<file path="src/rtl/lcd_pkg.sv">
// Shared definitions for the LCD timing/pattern generator: pattern modes, FSM states and
// the colour-bar table.
package lcd_pkg;

  localparam logic [2:0] MODE_SOLID = 3'd0;
  localparam logic [2:0] MODE_BARS  = 3'd1;
  localparam logic [2:0] MODE_GRAD  = 3'd2;
  localparam logic [2:0] MODE_CHECK = 3'd3;
  localparam logic [2:0] MODE_MOVE  = 3'd4;
  localparam logic [2:0] MODE_BLACK = 3'd5;

  typedef enum logic [1:0] {
    StIdle,
    StRun,
    StDrain
  } state_e;

  // Channel enables {r,g,b} for colour bar idx, leftmost bar first.
  function automatic logic [2:0] bar_color(input logic [2:0] idx);
    logic [2:0] c;
    case (idx)
      3'd0:    c = 3'b111;
      3'd1:    c = 3'b110;
      3'd2:    c = 3'b011;
      3'd3:    c = 3'b010;
      3'd4:    c = 3'b101;
      3'd5:    c = 3'b100;
      3'd6:    c = 3'b001;
      default: c = 3'b000;
    endcase
    return c;
  endfunction

endpackage

</file>
<file path="src/rtl/lcd_pattern_pixel.sv">
// Combinational test-pattern pixel: maps (x, y, mode, moving-bar offset) to one {r,g,b} pixel.
module lcd_pattern_pixel
  import lcd_pkg::*;
#(
  parameter int unsigned H_ACTIVE   = 1366,
  parameter int unsigned COLOR_W    = 6,
  parameter int unsigned GRAD_SHIFT = 4,
  parameter int unsigned CHK_SHIFT  = 5
) (
  input  logic [15:0]          x,
  input  logic [15:0]          y,
  input  logic [2:0]           mode,
  input  logic [15:0]          offset,
  input  logic [3*COLOR_W-1:0] solid_rgb,
  output logic [3*COLOR_W-1:0] pix
);

  localparam int unsigned Bar = H_ACTIVE / 8;

  logic [2:0]         bar_idx;
  logic [2:0]         bar_c;
  logic [COLOR_W-1:0] grad;
  logic               chk_on;
  logic               move_on;

  always_comb begin
    // Bars beyond the seventh boundary all land on index 7 (black).
    bar_idx = '0;
    for (int i = 1; i < 8; i++) begin
      if (x >= 16'(i * Bar)) bar_idx = 3'(i);
    end
    bar_c   = bar_color(bar_idx);
    grad    = COLOR_W'(x >> GRAD_SHIFT);
    chk_on  = 1'((x >> CHK_SHIFT) ^ (y >> CHK_SHIFT));
    move_on = ({1'b0, x} >= {1'b0, offset}) && ({1'b0, x} < ({1'b0, offset} + 17'd16));

    case (mode)
      MODE_SOLID: pix = solid_rgb;
      MODE_BARS:  pix = {{COLOR_W{bar_c[2]}}, {COLOR_W{bar_c[1]}}, {COLOR_W{bar_c[0]}}};
      MODE_GRAD:  pix = {3{grad}};
      MODE_CHECK: pix = chk_on ? '1 : '0;
      MODE_MOVE:  pix = move_on ? '1 : '0;
      default:    pix = '0;
    endcase
  end

endmodule

</file>
<file path="src/rtl/lcd_timing_pattern_gen.sv">
// Raster timing generator and test-pattern source for LVDS LCD panels, 1 or 2 pixels/clock.
// Optional packed serializer output enabled by LCD_TPG_LVDS_PACK_EN.
module lcd_timing_pattern_gen
  import lcd_pkg::*;
#(
  parameter int unsigned H_ACTIVE   = 1366,
  parameter int unsigned H_FP       = 14,
  parameter int unsigned H_SYNC     = 56,
  parameter int unsigned H_BP       = 104,
  parameter int unsigned V_ACTIVE   = 768,
  parameter int unsigned V_FP       = 3,
  parameter int unsigned V_SYNC     = 5,
  parameter int unsigned V_BP       = 4,
  parameter int unsigned COLOR_W    = 6,
  parameter int unsigned PPC        = 1,
  parameter bit          HS_POL     = 1'b0,
  parameter bit          VS_POL     = 1'b0,
  parameter int unsigned GRAD_SHIFT = 4,
  parameter int unsigned CHK_SHIFT  = 5
) (
  input  logic                       clk,
  input  logic                       rst_n,
  input  logic                       enable,
  input  logic [2:0]                 mode,
  input  logic [3*COLOR_W-1:0]       solid_rgb,
  output logic                       hsync,
  output logic                       vsync,
  output logic                       de,
  output logic [PPC*3*COLOR_W-1:0]   rgb,
  output logic                       frame_start,
  output logic [15:0]                frame_cnt,
  output logic                       busy
`ifdef LCD_TPG_LVDS_PACK_EN
  ,
  output logic [PPC*21-1:0]          lvds_data
`endif
);

  localparam int unsigned HT = H_ACTIVE + H_FP + H_SYNC + H_BP;
  localparam int unsigned VT = V_ACTIVE + V_FP + V_SYNC + V_BP;
  localparam int unsigned PW = 3 * COLOR_W;

  localparam logic [15:0] HLast  = 16'(HT / PPC - 1);
  localparam logic [15:0] HAct   = 16'(H_ACTIVE / PPC);
  localparam logic [15:0] HSyncS = 16'((H_ACTIVE + H_FP) / PPC);
  localparam logic [15:0] HSyncE = 16'((H_ACTIVE + H_FP + H_SYNC) / PPC);
  localparam logic [15:0] VLast  = 16'(VT - 1);
  localparam logic [15:0] VAct   = 16'(V_ACTIVE);
  localparam logic [15:0] VSyncS = 16'(V_ACTIVE + V_FP);
  localparam logic [15:0] VSyncE = 16'(V_ACTIVE + V_FP + V_SYNC);

  state_e state_q, state_d;

  logic [15:0] hcnt_q, hcnt_d, vcnt_q, vcnt_d;
  logic [2:0]  mode_q, mode_d;
  logic [15:0] offset_q, offset_d, offset_step;
  logic [15:0] frame_cnt_q, frame_cnt_d;
  logic        first_q, first_d;

  logic          hs_q, hs_d, vs_q, vs_d, de_q, de_d, fs_q, fs_d;
  logic [PPC*PW-1:0] rgb_q, rgb_d, pix_all;

  logic running, fs_now, h_last, frame_last;

  assign h_last     = (hcnt_q == HLast);
  assign frame_last = h_last && (vcnt_q == VLast);

  // FSM: state register
  always_ff @(posedge clk or negedge rst_n) begin
    if (!rst_n) state_q <= StIdle;
    else        state_q <= state_d;
  end

  // FSM: next state
  always_comb begin
    state_d = state_q;
    case (state_q)
      StIdle:  if (enable) state_d = StRun;
      // Dropping enable on the very last cycle finishes the frame immediately.
      StRun:   if (!enable) state_d = frame_last ? StIdle : StDrain;
      StDrain: begin
        if (enable)          state_d = StRun;
        else if (frame_last) state_d = StIdle;
      end
      default: state_d = StIdle;
    endcase
  end

  // FSM: outputs
  always_comb begin
    running = (state_q != StIdle);
    busy    = (state_q == StRun);
    fs_now  = (state_q == StRun) && (hcnt_q == '0) && (vcnt_q == '0);
  end

  always_comb begin
    hcnt_d = '0;
    vcnt_d = '0;
    if (running) begin
      hcnt_d = h_last ? '0 : hcnt_q + 16'd1;
      vcnt_d = vcnt_q;
      if (h_last) vcnt_d = (vcnt_q == VLast) ? '0 : vcnt_q + 16'd1;
    end

    first_d = first_q;
    if (!running)    first_d = 1'b1;
    else if (fs_now) first_d = 1'b0;

    offset_step = (({1'b0, offset_q} + 17'd20) > 17'(H_ACTIVE)) ? '0 : offset_q + 16'd4;
    // The frame-start pixel already uses the newly latched mode and offset.
    mode_d      = fs_now ? mode : mode_q;
    offset_d    = fs_now ? offset_step : offset_q;
    frame_cnt_d = frame_cnt_q + 16'(fs_now && !first_q);

    de_d  = running && (hcnt_q < HAct) && (vcnt_q < VAct);
    hs_d  = (running && (hcnt_q >= HSyncS) && (hcnt_q < HSyncE)) ? HS_POL : ~HS_POL;
    vs_d  = (running && (vcnt_q >= VSyncS) && (vcnt_q < VSyncE)) ? VS_POL : ~VS_POL;
    fs_d  = fs_now;
    rgb_d = de_d ? pix_all : '0;
  end

  for (genvar k = 0; k < PPC; k++) begin : g_pix
    logic [15:0] x_k;
    assign x_k = 16'(32'(hcnt_q) * PPC + k);

    lcd_pattern_pixel #(
      .H_ACTIVE  (H_ACTIVE),
      .COLOR_W   (COLOR_W),
      .GRAD_SHIFT(GRAD_SHIFT),
      .CHK_SHIFT (CHK_SHIFT)
    ) u_pix (
      .x        (x_k),
      .y        (vcnt_q),
      .mode     (mode_d),
      .offset   (offset_d),
      .solid_rgb(solid_rgb),
      .pix      (pix_all[k*PW +: PW])
    );
  end

  always_ff @(posedge clk or negedge rst_n) begin
    if (!rst_n) begin
      hcnt_q      <= '0;
      vcnt_q      <= '0;
      mode_q      <= '0;
      offset_q    <= '0;
      frame_cnt_q <= '0;
      first_q     <= 1'b1;
      hs_q        <= ~HS_POL;
      vs_q        <= ~VS_POL;
      de_q        <= 1'b0;
      fs_q        <= 1'b0;
      rgb_q       <= '0;
    end else begin
      hcnt_q      <= hcnt_d;
      vcnt_q      <= vcnt_d;
      mode_q      <= mode_d;
      offset_q    <= offset_d;
      frame_cnt_q <= frame_cnt_d;
      first_q     <= first_d;
      hs_q        <= hs_d;
      vs_q        <= vs_d;
      de_q        <= de_d;
      fs_q        <= fs_d;
      rgb_q       <= rgb_d;
    end
  end

  assign hsync       = hs_q;
  assign vsync       = vs_q;
  assign de          = de_q;
  assign rgb         = rgb_q;
  assign frame_start = fs_q;
  assign frame_cnt   = frame_cnt_q;

`ifdef LCD_TPG_LVDS_PACK_EN
  // Word = {pair2, pair1, pair0}, which collapses to {de, vs, hs, b6, g6, r6}.
  for (genvar k = 0; k < PPC; k++) begin : g_lvds
    logic [5:0] r6, g6, b6;
    assign r6 = rgb_q[k*PW + 3*COLOR_W - 1 -: 6];
    assign g6 = rgb_q[k*PW + 2*COLOR_W - 1 -: 6];
    assign b6 = rgb_q[k*PW + COLOR_W - 1 -: 6];
    assign lvds_data[k*21 +: 21] = {de_q, vs_q, hs_q, b6, g6, r6};
  end
`endif

endmodule

</file>
<file path="config.mk">
export PLATFORM = sky130hd
export DESIGN_NAME = lcd_timing_pattern_gen
export DESIGN_NICKNAME = d
export VERILOG_FILES = /design/src/rtl/lcd_pkg.sv /design/src/rtl/lcd_pattern_pixel.sv /design/src/rtl/lcd_timing_pattern_gen.sv
export SDC_FILE = /design/constraint.sdc
export NUM_CORES = 1
export LEC_CHECK = 0
export ABC_CLOCK_PERIOD_IN_PS = 4400
export BUFFER_PORTS_ARGS = -buffer_cell sky130_fd_sc_hd__buf_2
export CORE_MARGIN = 4
export CORE_UTILIZATION = 54
export DETAILED_ROUTE_END_ITERATION = 12
export GPL_TIMING_DRIVEN = 0
export HOLD_SLACK_MARGIN = 0.03
export PLACE_DENSITY = 0.79
export SYNTH_ARGS = -nofsm -noshare
export SYNTH_HDL_FRONTEND = slang
export SYNTH_HIERARCHICAL = 1
export SYNTH_SLANG_ARGS = --single-unit
export TNS_END_PERCENT = 1
</file>
<file path="constraint.sdc">
create_clock -name clk -period 4.4 [get_ports clk]
set_input_delay 0.44 -clock clk [delete_from_list [all_inputs] [get_ports clk]]
set_output_delay 0.44 -clock clk [all_outputs]
set_load 0.02 [all_outputs]
</file>
# == Yosys cells after proc, flatten, opt, wreduce, memory -nomap -nowiden ==
# Cells that the tools add are included.
# totals
ff_bits,92
in_bits,24
out_inout_bits,39
# op_classes
add_sub_neg,6
magnitude_cmp,16
n_eq_ne,19
n_mux,30
n_bitwise,1
n_reduce_logical,19
# ops
op,count
2-to-1 mux 16 bit,7
one-hot mux 18 bit (5 select lines),1
>= comparator 16 x 10 -> 1 bit (second input constant),4
2-to-1 mux 18 bit,3
adder 16 x 5 -> 17 bit (second input constant),2
adder 16 x 1 -> 16 bit (second input constant),2
>= comparator 16 x 11 -> 1 bit (second input constant),2
>= comparator 16 x 9 -> 1 bit (second input constant),2
zero test 16 bit,2
less-than comparator 16 x 10 -> 1 bit (second input constant),2
less-than comparator 16 x 11 -> 1 bit (second input constant),2
2-to-1 mux 3 bit,7
one-hot mux 3 bit (7 select lines),1
greater-than comparator 17 x 11 -> 1 bit (second input constant),1
less-than comparator 16 x 17 -> 1 bit,1
adder 16 x 1 -> 16 bit,1
adder 16 x 3 -> 16 bit (second input constant),1
== test 16 x 10 -> 1 bit (second input constant),1
== test 16 x 11 -> 1 bit (second input constant),1
>= comparator 16 bit,1
>= comparator 16 x 8 -> 1 bit (second input constant),1
== test 3 x 2 -> 1 bit (second input constant),4
== test 3 bit (second input constant),4
logical AND 1 bit,11
other kinds (15),27

# == Logic depth before layout (Yosys ltp) ==
# Gate-level depths: netlist of run 1.
# logic_depth
ltp_word,12
ltp_mapped,23
depth_no_buf,21

# == Modules after synthesis ==
# Netlist of run 1, hierarchy kept.
# by_module_without_submodules
module,n_inst,cells_per_inst,area_per_inst_um2
lcd_timing_pattern_gen,1,462,4526.8
lcd_pattern_pixel,1,236,1541.5

# == Worst setup path after synthesis of run 1 ==
# OpenSTA, ideal clock, no wires.
# synth_timing
path_kind,flip-flop to flip-flop
from,register offset_q[3]
to,"register rgb_q[10], in the netlist rgb[10]"
setup_ns,0.119
arrival_time_ns,4.240
required_ns,4.281
path_slack_ns,0.041
path_stages_with_launch,22
period_less_slack_ns,4.359
path_cell_list,dfrtp_1 > ha_1 > clkbuf_1 > a211oi_1 > o21ai_0 > nor4b_1 > o32a_1 > buf_2 > nand4_2 > o22ai_1 > nand3_1 > or3_1 > nor3_1 > xnor2_1 > ha_1 > nand3_1 > nor4_1 > o211ai_1 > o211ai_4 > buf_6 > nand2_1 > and2_1
# synth_via
elab_chain_len,10
word_cells_on_any_way,12
cone_classes,add/sub (3); order compare (3); mux (5); reduce/logical (1)
# synth_rtl
element,line_no,rtl
start: declaration,lcd_timing_pattern_gen.sv:56,"logic [15:0] offset_q, offset_d, offset_step;"
start signal: assignment,lcd_timing_pattern_gen.sv:158,offset_q <= offset_d;
adder 16 x 5 -> 17 bit,lcd_timing_pattern_gen.sv:109,"offset_step = (({1'b0, offset_q} + 17'd20) > 17'(H_ACTIVE)) ? '0 : offset_q + 16'd4;"
greater-than comparator 17 x 11 -> 1 bit,lcd_timing_pattern_gen.sv:109,
2-to-1 mux 16 bit *,lcd_timing_pattern_gen.sv:109,
2-to-1 mux 16 bit *,lcd_timing_pattern_gen.sv:112,offset_d = fs_now ? offset_step : offset_q;
named net offset_d[6],lcd_timing_pattern_gen.sv:56,
adder 16 x 5 -> 17 bit,lcd_pattern_pixel.sv:35,"move_on = ({1'b0, x} >= {1'b0, offset}) && ({1'b0, x} < ({1'b0, offset} + 17'd16));"
less-than comparator 16 x 17 -> 1 bit,lcd_pattern_pixel.sv:35,
logical AND 1 bit *,lcd_pattern_pixel.sv:35,
2-to-1 mux 18 bit *,lcd_pattern_pixel.sv:42,MODE_MOVE: pix = move_on ? '1 : '0;
one-hot mux 18 bit (5 select lines) *,lcd_pattern_pixel.sv:37,case (mode)
named net pix_all[10],lcd_timing_pattern_gen.sv:61,"logic [PPC*PW-1:0] rgb_q, rgb_d, pix_all;"
2-to-1 mux 18 bit *,lcd_timing_pattern_gen.sv:119,rgb_d = de_d ? pix_all : '0;
named net rgb_d[10],lcd_timing_pattern_gen.sv:61,
end signal: assignment,lcd_timing_pattern_gen.sv:165,rgb_q <= rgb_d;
end: declaration,lcd_timing_pattern_gen.sv:61,
# The timed path passes the listed nets; every way through them passes the cells marked *.
# A chain may end at the register's enable or synchronous reset.

# == Final worst setup path of run 1 ==
# layout_timing
from,register offset_q[3]
to,"register rgb_q[13], in the netlist rgb[13]"
# The elaborated chain is that of the path after synthesis.

==> results of run 1 <==
[how the worst min path moves through the flow]
stage	slack, ps	end	from	cells after the start
CTS	100	offset_q[8]	rst_n	1
detailed placement	470	offset_q[8]	rst_n	1
floorplan	140	de	rst_n	0
global route	120	offset_q[8]	rst_n	1
finish	80	offset_q[8]	rst_n	1
global placement	450	mode_q[1]	mode_q[1]	2
[synthesized netlist by cell type (4+ instances only)]
master,count,area [um2]
nand2_1,78,293
nor2b_1,5,31.3
and4_1,7,61.3
or3_1,7,43.8
clkbuf_1,16,60.1
dfrtp_1,89,2230
nand2b_1,13,81.3
o21a_1,6,45.0
o21ai_1,9,45.0
a211oi_1,4,30.0
a31oi_1,7,43.8
and2_1,28,175
inv_1,35,131
o211ai_1,9,67.6
a21boi_0,5,37.5
o22ai_1,6,37.5
ha_1,37,463
buf_2,6,30.0
mux2i_1,7,70.1
a41oi_1,6,52.6
nand3_1,28,140
a21oi_1,35,175
xnor2_1,26,228
nor4_1,10,62.6
nor4_2,4,50.1
nor2_1,69,259
or4_1,5,37.5
xor2_1,13,114
o21ai_0,25,125
and3_1,9,56.3
nor3_1,15,75.1
nor4b_1,5,43.8
nand4_1,21,131
[through the flow]
step | std cells | TNS, ps | area, um2 | power (mW) | utilization [%]
global placement | 900 | -13530 | 6550 | 2.12 | 59.9
global route | 952 | -4890 | 7570 | 3.33 | 69.2
detailed placement | 901 | -15770 | 6580 | 2.18 | 60.2
floorplan | 698 | 0 | 6070 | 1.86 | -
CTS | 933 | 0 | 7260 | 3.06 | 66.4
finish | 952 | -1970 | 7570 | 3.16 | 69.2
[power breakdown]
group | switching, mW | internal (mW) | total [mW] | leakage (nW)
combinational | 0.811 | 0.584 | 1.39 | 2.08
sequential | 0.0837 | 0.962 | 1.05 | 1.21
clock | 0.320 | 0.395 | 0.715 | 0.126
total | 1.21 | 1.94 | 3.16 | 3.42
[worst max-delay path, stage by stage, from the launching register on]
cell and delay, ps:
dfrtp_2 470, ha_4 210, or3b_1 350, o31a_1 260, nor4b_2 290, o221ai_2 150, buf_6 160, buf_4 130
a41oi_2 240, o22ai_4 120, buf_4 170, nand3_2 120, nor2_2 60, nand2_1 80, xnor2_1 130, ha_1 270
a21oi_1 250, o21a_1 170, o221ai_1 120, nand2_1 180, o211ai_4 150, buf_6 180, nand2_1 50, and2_1 120
[cells by family after synthesis]
| group | Yosys count | share of synthesized area [%] |
|---|---|---|
| adders and majority gates | 37 | 7.63 |
| xor gates and xnor gates | 39 | 5.63 |
| DFF | 92 | 38.0 |
| buffers and inverters | 64 | 4.52 |
| muxes | 9 | 1.53 |
| AOI/OAI and AO/OA | 137 | 14.7 |
| and+or+nand+nor | 320 | 28.0 |
[per-layer routing]
metal  up-vias  global-route usage [%]  wire length (um)
met1      2875                    32.6              6910
met2       237                    43.1              8640
li1       2725                       -                 -
met3        45                    4.77              1080
met5         -                       0                 0
met4         0                    11.3               472
[state kept, by name (all words and copies together) (netlist names)]
| name | count |
|---|---|
| vcnt_q | 16 |
| frame_start | 1 |
| rgb | 18 |
| hcnt_q | 16 |
| vsync | 1 |
| mode_q | 3 |
| first_q | 1 |
| de | 1 |
| offset_q | 16 |
| hsync | 1 |
| state_q | 2 |
| frame_cnt | 16 |
[area by class of cell]
class	instances	area share [%]
plain buffers	24	2.08
clock buffers	13	3.31
clock inverters	2	0.165
inverters	36	1.85
multi-input cells	544	51.2
flip-flops and latches	92	30.7
well taps	140	2.31
repair buffers	101	8.37
[what timing repair did]
action / 4_1_cts / 5_1_grt
setup buffers: 19 / 18
hold buffers: 0 / 0
gates cloned: 2 / 1
pin swaps: 18 / 23
gates resized for setup: 58 / 37
setup endpoints to repair: 18 / 18
==> flow_metrics.tcl, run 1 <==
set metrics [dict create \
    outcome "finished, violations left" \
    violations "setup timing" \
    final_common_cell "nand2_1" \
    synth_edf_count 0 \
    multiInputGateArea_um2 3870 \
    finalSetupViolations 18 \
    die_area_um2 13000 \
    die_w_um 114 \
    antenna_found_initial 0 \
    die_h_um 114 \
    grt_pass1_vias 5821 \
    drc 0 \
    drt-pass1-iter-count 6 \
    h-tree-depth 3 \
    wl_per_cell_um 18.0 \
    synthFlopType "dfrtp_1" \
    r2r_cells 23 \
    grt_pass1_wl_mm 27.2 \
    cp-startpoint "offset_q[3]" \
    timing.rr.start "offset_q[3]" \
    ys_seq_area_share_pct 38.0 \
    path_clk_slew_ps 60 \
    drt-total-wl_mm 17.1 \
    track_usage_pct 25.8 \
    netlist_area_um2 6070 \
    drtIter0Drc 553 \
    cts_tree "done" \
    period_share_pct 103 \
    async_flop_share_pct 100 \
    leakage_nw 3.42 \
    cts_inserted_buffers 9 \
    ys_warn_count 6 \
    preCtsSetupSlack_ps -932 \
    period_minus_slack_ps 4540 \
    diodes 0 \
    rsz0062_at_grt "yes" \
    grt_max_degree 52 \
    worstSetupEndpoint "rgb[13]" \
    max_slew_margin_pct 44.3 \
    io_pins 63 \
    start_util_pct 55.5 \
    cts_sinks 92 \
    layout-drive-gt1-share_pct 25.4 \
    cts_max_path_buffers 2 \
    gp_congestion 0.890 \
    cts-root-buf "clkbuf_16" \
    fillCellCount 815 \
    whs_ps 79.2 \
    yosysUniqueCellTypes 68 \
    dp_hpwl_mm 11.3 \
    fmax_ghz 0.220 \
    cap_violations 0 \
    ff2ff_setup_slack_ps -140 \
    power_density_nw_per_um2 417 \
    rr_endpoint "rgb[13]" \
    vias_per_cell 6.18 \
    rows 38 \
    crit_type "reg -> reg" \
    num-nets-final 869 \
    seqCellArea_um2 2330 \
    final_cell_mix "nand2_1 (78), dfrtp_1 (72), nor2_1 (66)" \
    peakVddDrop_mv 0.383 \
    grt_overflow_total 0 \
    syn_to_final_growth_pct 24.7 \
    fin_worst_skew_ps 8.01 \
    required_ps 4680 \
    core_area_um2 10900 \
    vias 5882 \
    worst_pin_slew_ps 828 \
    insertion_delay_ps 350 \
    synthesis.nets 759 \
    cp.arrival_ps 4820 \
    ant_nets 0 \
    worst_slack_ps -137 \
    crit_path_max_fanout 7 \
    syn_inst 698 \
    final_hold_viol_count 0 \
    start_kind "register" \
    min_path_type "in -> async" \
    ys_ff_latch 92 \
    io_buffers 62 \
    maxSlewViolCount 0 \
    syn_area_per_cell_um2 8.69 \
    end_kind "register" \
]
Power figures use the tool's default switching activity.
==> run 2: changes to the inputs <==
--- a/config.mk
+++ b/config.mk
@@ -8,11 +8,12 @@
 export ABC_CLOCK_PERIOD_IN_PS = 4400
 export BUFFER_PORTS_ARGS = -buffer_cell sky130_fd_sc_hd__buf_2
 export CORE_MARGIN = 4
-export CORE_UTILIZATION = 54
+export CORE_UTILIZATION = 38
 export DETAILED_ROUTE_END_ITERATION = 12
 export GPL_TIMING_DRIVEN = 0
 export HOLD_SLACK_MARGIN = 0.03
-export PLACE_DENSITY = 0.79
+export PLACE_DENSITY = 0.6
+export SKIP_LAST_GASP = 1
 export SYNTH_ARGS = -nofsm -noshare
 export SYNTH_HDL_FRONTEND = slang
 export SYNTH_HIERARCHICAL = 1
==> constraint.sdc (replaced) <==
create_clock -name clk -period 4.4 [get_ports clk]
set_input_delay 0.88 -clock clk [delete_from_list [all_inputs] [get_ports clk]]
set_output_delay 0.88 -clock clk [all_outputs]
set_load 0.02 [all_outputs]
==> run 2 against run 1 <==
  * The flow still finishes with violations (setup timing)
  * Global-route usage down 7.3 points
  * Clock-buffer cell count decreased by 1
  * Die area increased by 39%
  * Flip-flop and latch count is the same
  * Setup slack better by 100 ps
  * Non-clock buffer count down 7
  * Design area is 1.4% higher
  * Via count shrank 4.6%
  * Register-to-register slack gained 100 ps
  * Clock power grew 35%
  * Sequential share of layout area decreased by 0.53 points
  * Critical path depth is 2 lower
  * Largest power group unchanged
==> flow_metrics.tcl, run 2 (same netlist as run 1, synthesis figures left out) <==
set metrics [dict create \
    outcome "finished, violations left" \
    violations "setup timing" \
    period_minus_slack_ps 4430 \
    vias 5610 \
    placed_cells 972 \
    crit_type "reg -> reg" \
    timing.rr.start "offset_q[3]" \
    ant_nets 0 \
    h-tree-depth 3 \
    fin_worst_skew_ps 6.82 \
    cp.arrival_ps 4670 \
    vias_per_cell 5.52 \
    finalSetupViolations 13 \
    preCtsSetupSlack_ps -887 \
    ff2ff_setup_slack_ps -30 \
    cts-root-buf "clkbuf_16" \
    worst_pin_slew_ps 845 \
    cts_inserted_buffers 9 \
    whs_ps 458 \
    cts_sinks 92 \
    rr_endpoint "rgb[17]" \
    place_area_um2 6670 \
    period_share_pct 101 \
    required_ps 4640 \
    grt_max_degree 63 \
    track_usage_pct 18.5 \
    largest_register_ffs 18 \
    drt-pass1-iter-count 5 \
    setup_tns_ps -234 \
    start_kind "register" \
    syn_to_final_growth_pct 26.5 \
    layout-drive-gt1-share_pct 23.3 \
    io_buffers 62 \
    io_pins 63 \
    r2r_cells 21 \
    grt_pass1_wl_mm 27.2 \
    grt-busiest-layer "met2" \
    worst_slack_ps -33.8 \
    wl_per_cell_um 16.3 \
    core_area_um2 15400 \
    cap_violations 0 \
    final_hold_viol_count 0 \
    num-nets-final 862 \
    maxSlewViolCount 0 \
    path_clk_slew_ps 60 \
    grt_use_met3_pct 4.69 \
    use_met2_pct 30.3 \
    leakage_nw 3.44 \
    power_density_nw_per_um2 442 \
    post-route-util_pct 49.8 \
    max_slew_margin_pct 43.2 \
    diodes 0 \
    grt_pass1_vias 5546 \
    final_area_um2 7680 \
    power.total_mw 3.39 \
    peakVddDrop_mv 0.229 \
    start_util_pct 39.3 \
    fmax_ghz 0.226 \
    cts_tree "done" \
    instances_no_fill 1017 \
    die_w_um 134 \
    crit_path_max_fanout 10 \
    final_cell_mix "nand2_1 (78), dfrtp_1 (78), nor2_1 (67)" \
    grt_util_met1_pct 24.3 \
    die_h_um 134 \
    drtIter0Drc 480 \
    drt-total-wl_mm 16.6 \
    rows 45 \
    cts_max_path_buffers 2 \
    dp_hpwl_mm 11.6 \
    gp_congestion 0.895 \
    min_path_type "in -> async" \
    die_area_um2 18100 \
    insertion_delay_ps 350 \
    antenna_found_initial 0 \
    drc 0 \
    cts_hold_buffers 0 \
    end_kind "register" \
    grt_overflow_total 0 \
    rsz0062_at_grt "yes" \
]
[run 2: cell types whose count changed in the layout (fill, tap and decap cells not counted), moves of 2 or more]
cell       delta
nor4b_2       -2
dfrtp_1       +6
a21boi_1      +2
buf_6         +2
nor3_2        +2
clkbuf_8      +2
dfrtp_2       -6
nor3_4        -2
bufinv_16     +4
a41oi_2       -2
clkbuf_1      -2
buf_4         -9
[run 2: worst max-delay path by stage]
stage | cells after the start | start | slack, ps | to
after global routing | 20 | offset_q[3] | -250 | rgb[6]
after global placement | 21 | offset_q[3] | -810 | rgb[7]
after CTS | 19 | offset_q[2] | -2 | rgb[14]
final | 21 | offset_q[3] | -30 | rgb[17]
after detailed placement | 21 | offset_q[3] | -890 | rgb[17]
after floorplan | 21 | offset_q[3] | 40 | rgb[10]
[run 2: area by class of cell]
cell class	count	area (um2)
inverters	36	138
plain buffers	24	160
fillers	1502	7750
flip-flops and latches	92	2320
clock inverters	4	120
repair buffers	94	584
well taps	211	264
multi-input cells	544	3830
clock buffers	12	256
[run 2: critical path, cell delays in order (launching register included)]
cell      delay, ps
dfrtp_2         420
buf_4           170
a21oi_2         320
nor4b_1         530
nor4b_4          90
o32a_1          370
buf_6           160
a41oi_4         240
o22ai_4         130
ha_4            190
nand3_2         120
nor3_1           70
xnor2_1         130
ha_1            300
a21oi_1          70
o21a_1          180
o221ai_1        160
nand2_1         150
o211ai_4        160
buf_6           170
nand2_1          40
and2_1          130
[run 2: per-layer routing]
layer | wire length, um | up-vias
li1 | - | 2712
met3 | 846 | 28
met1 | 7380 | 2716
met4 | 259 | 0
met2 | 8100 | 154
met5 | 0 | -
[run 2: repair_timing]
item,in CTS,in global routing
buffers inserted,21,9
gates cloned,3,0
gates resized for setup,48,34
setup endpoints to repair,18,18
pin swaps,17,13
[run 2: where the power goes]
group	total [mW]	switching [mW]	internal (mW)
logic	1.40	0.814	0.589
registers	1.02	0.0626	0.962
clock network	0.964	0.320	0.644
total	3.39	1.20	2.19
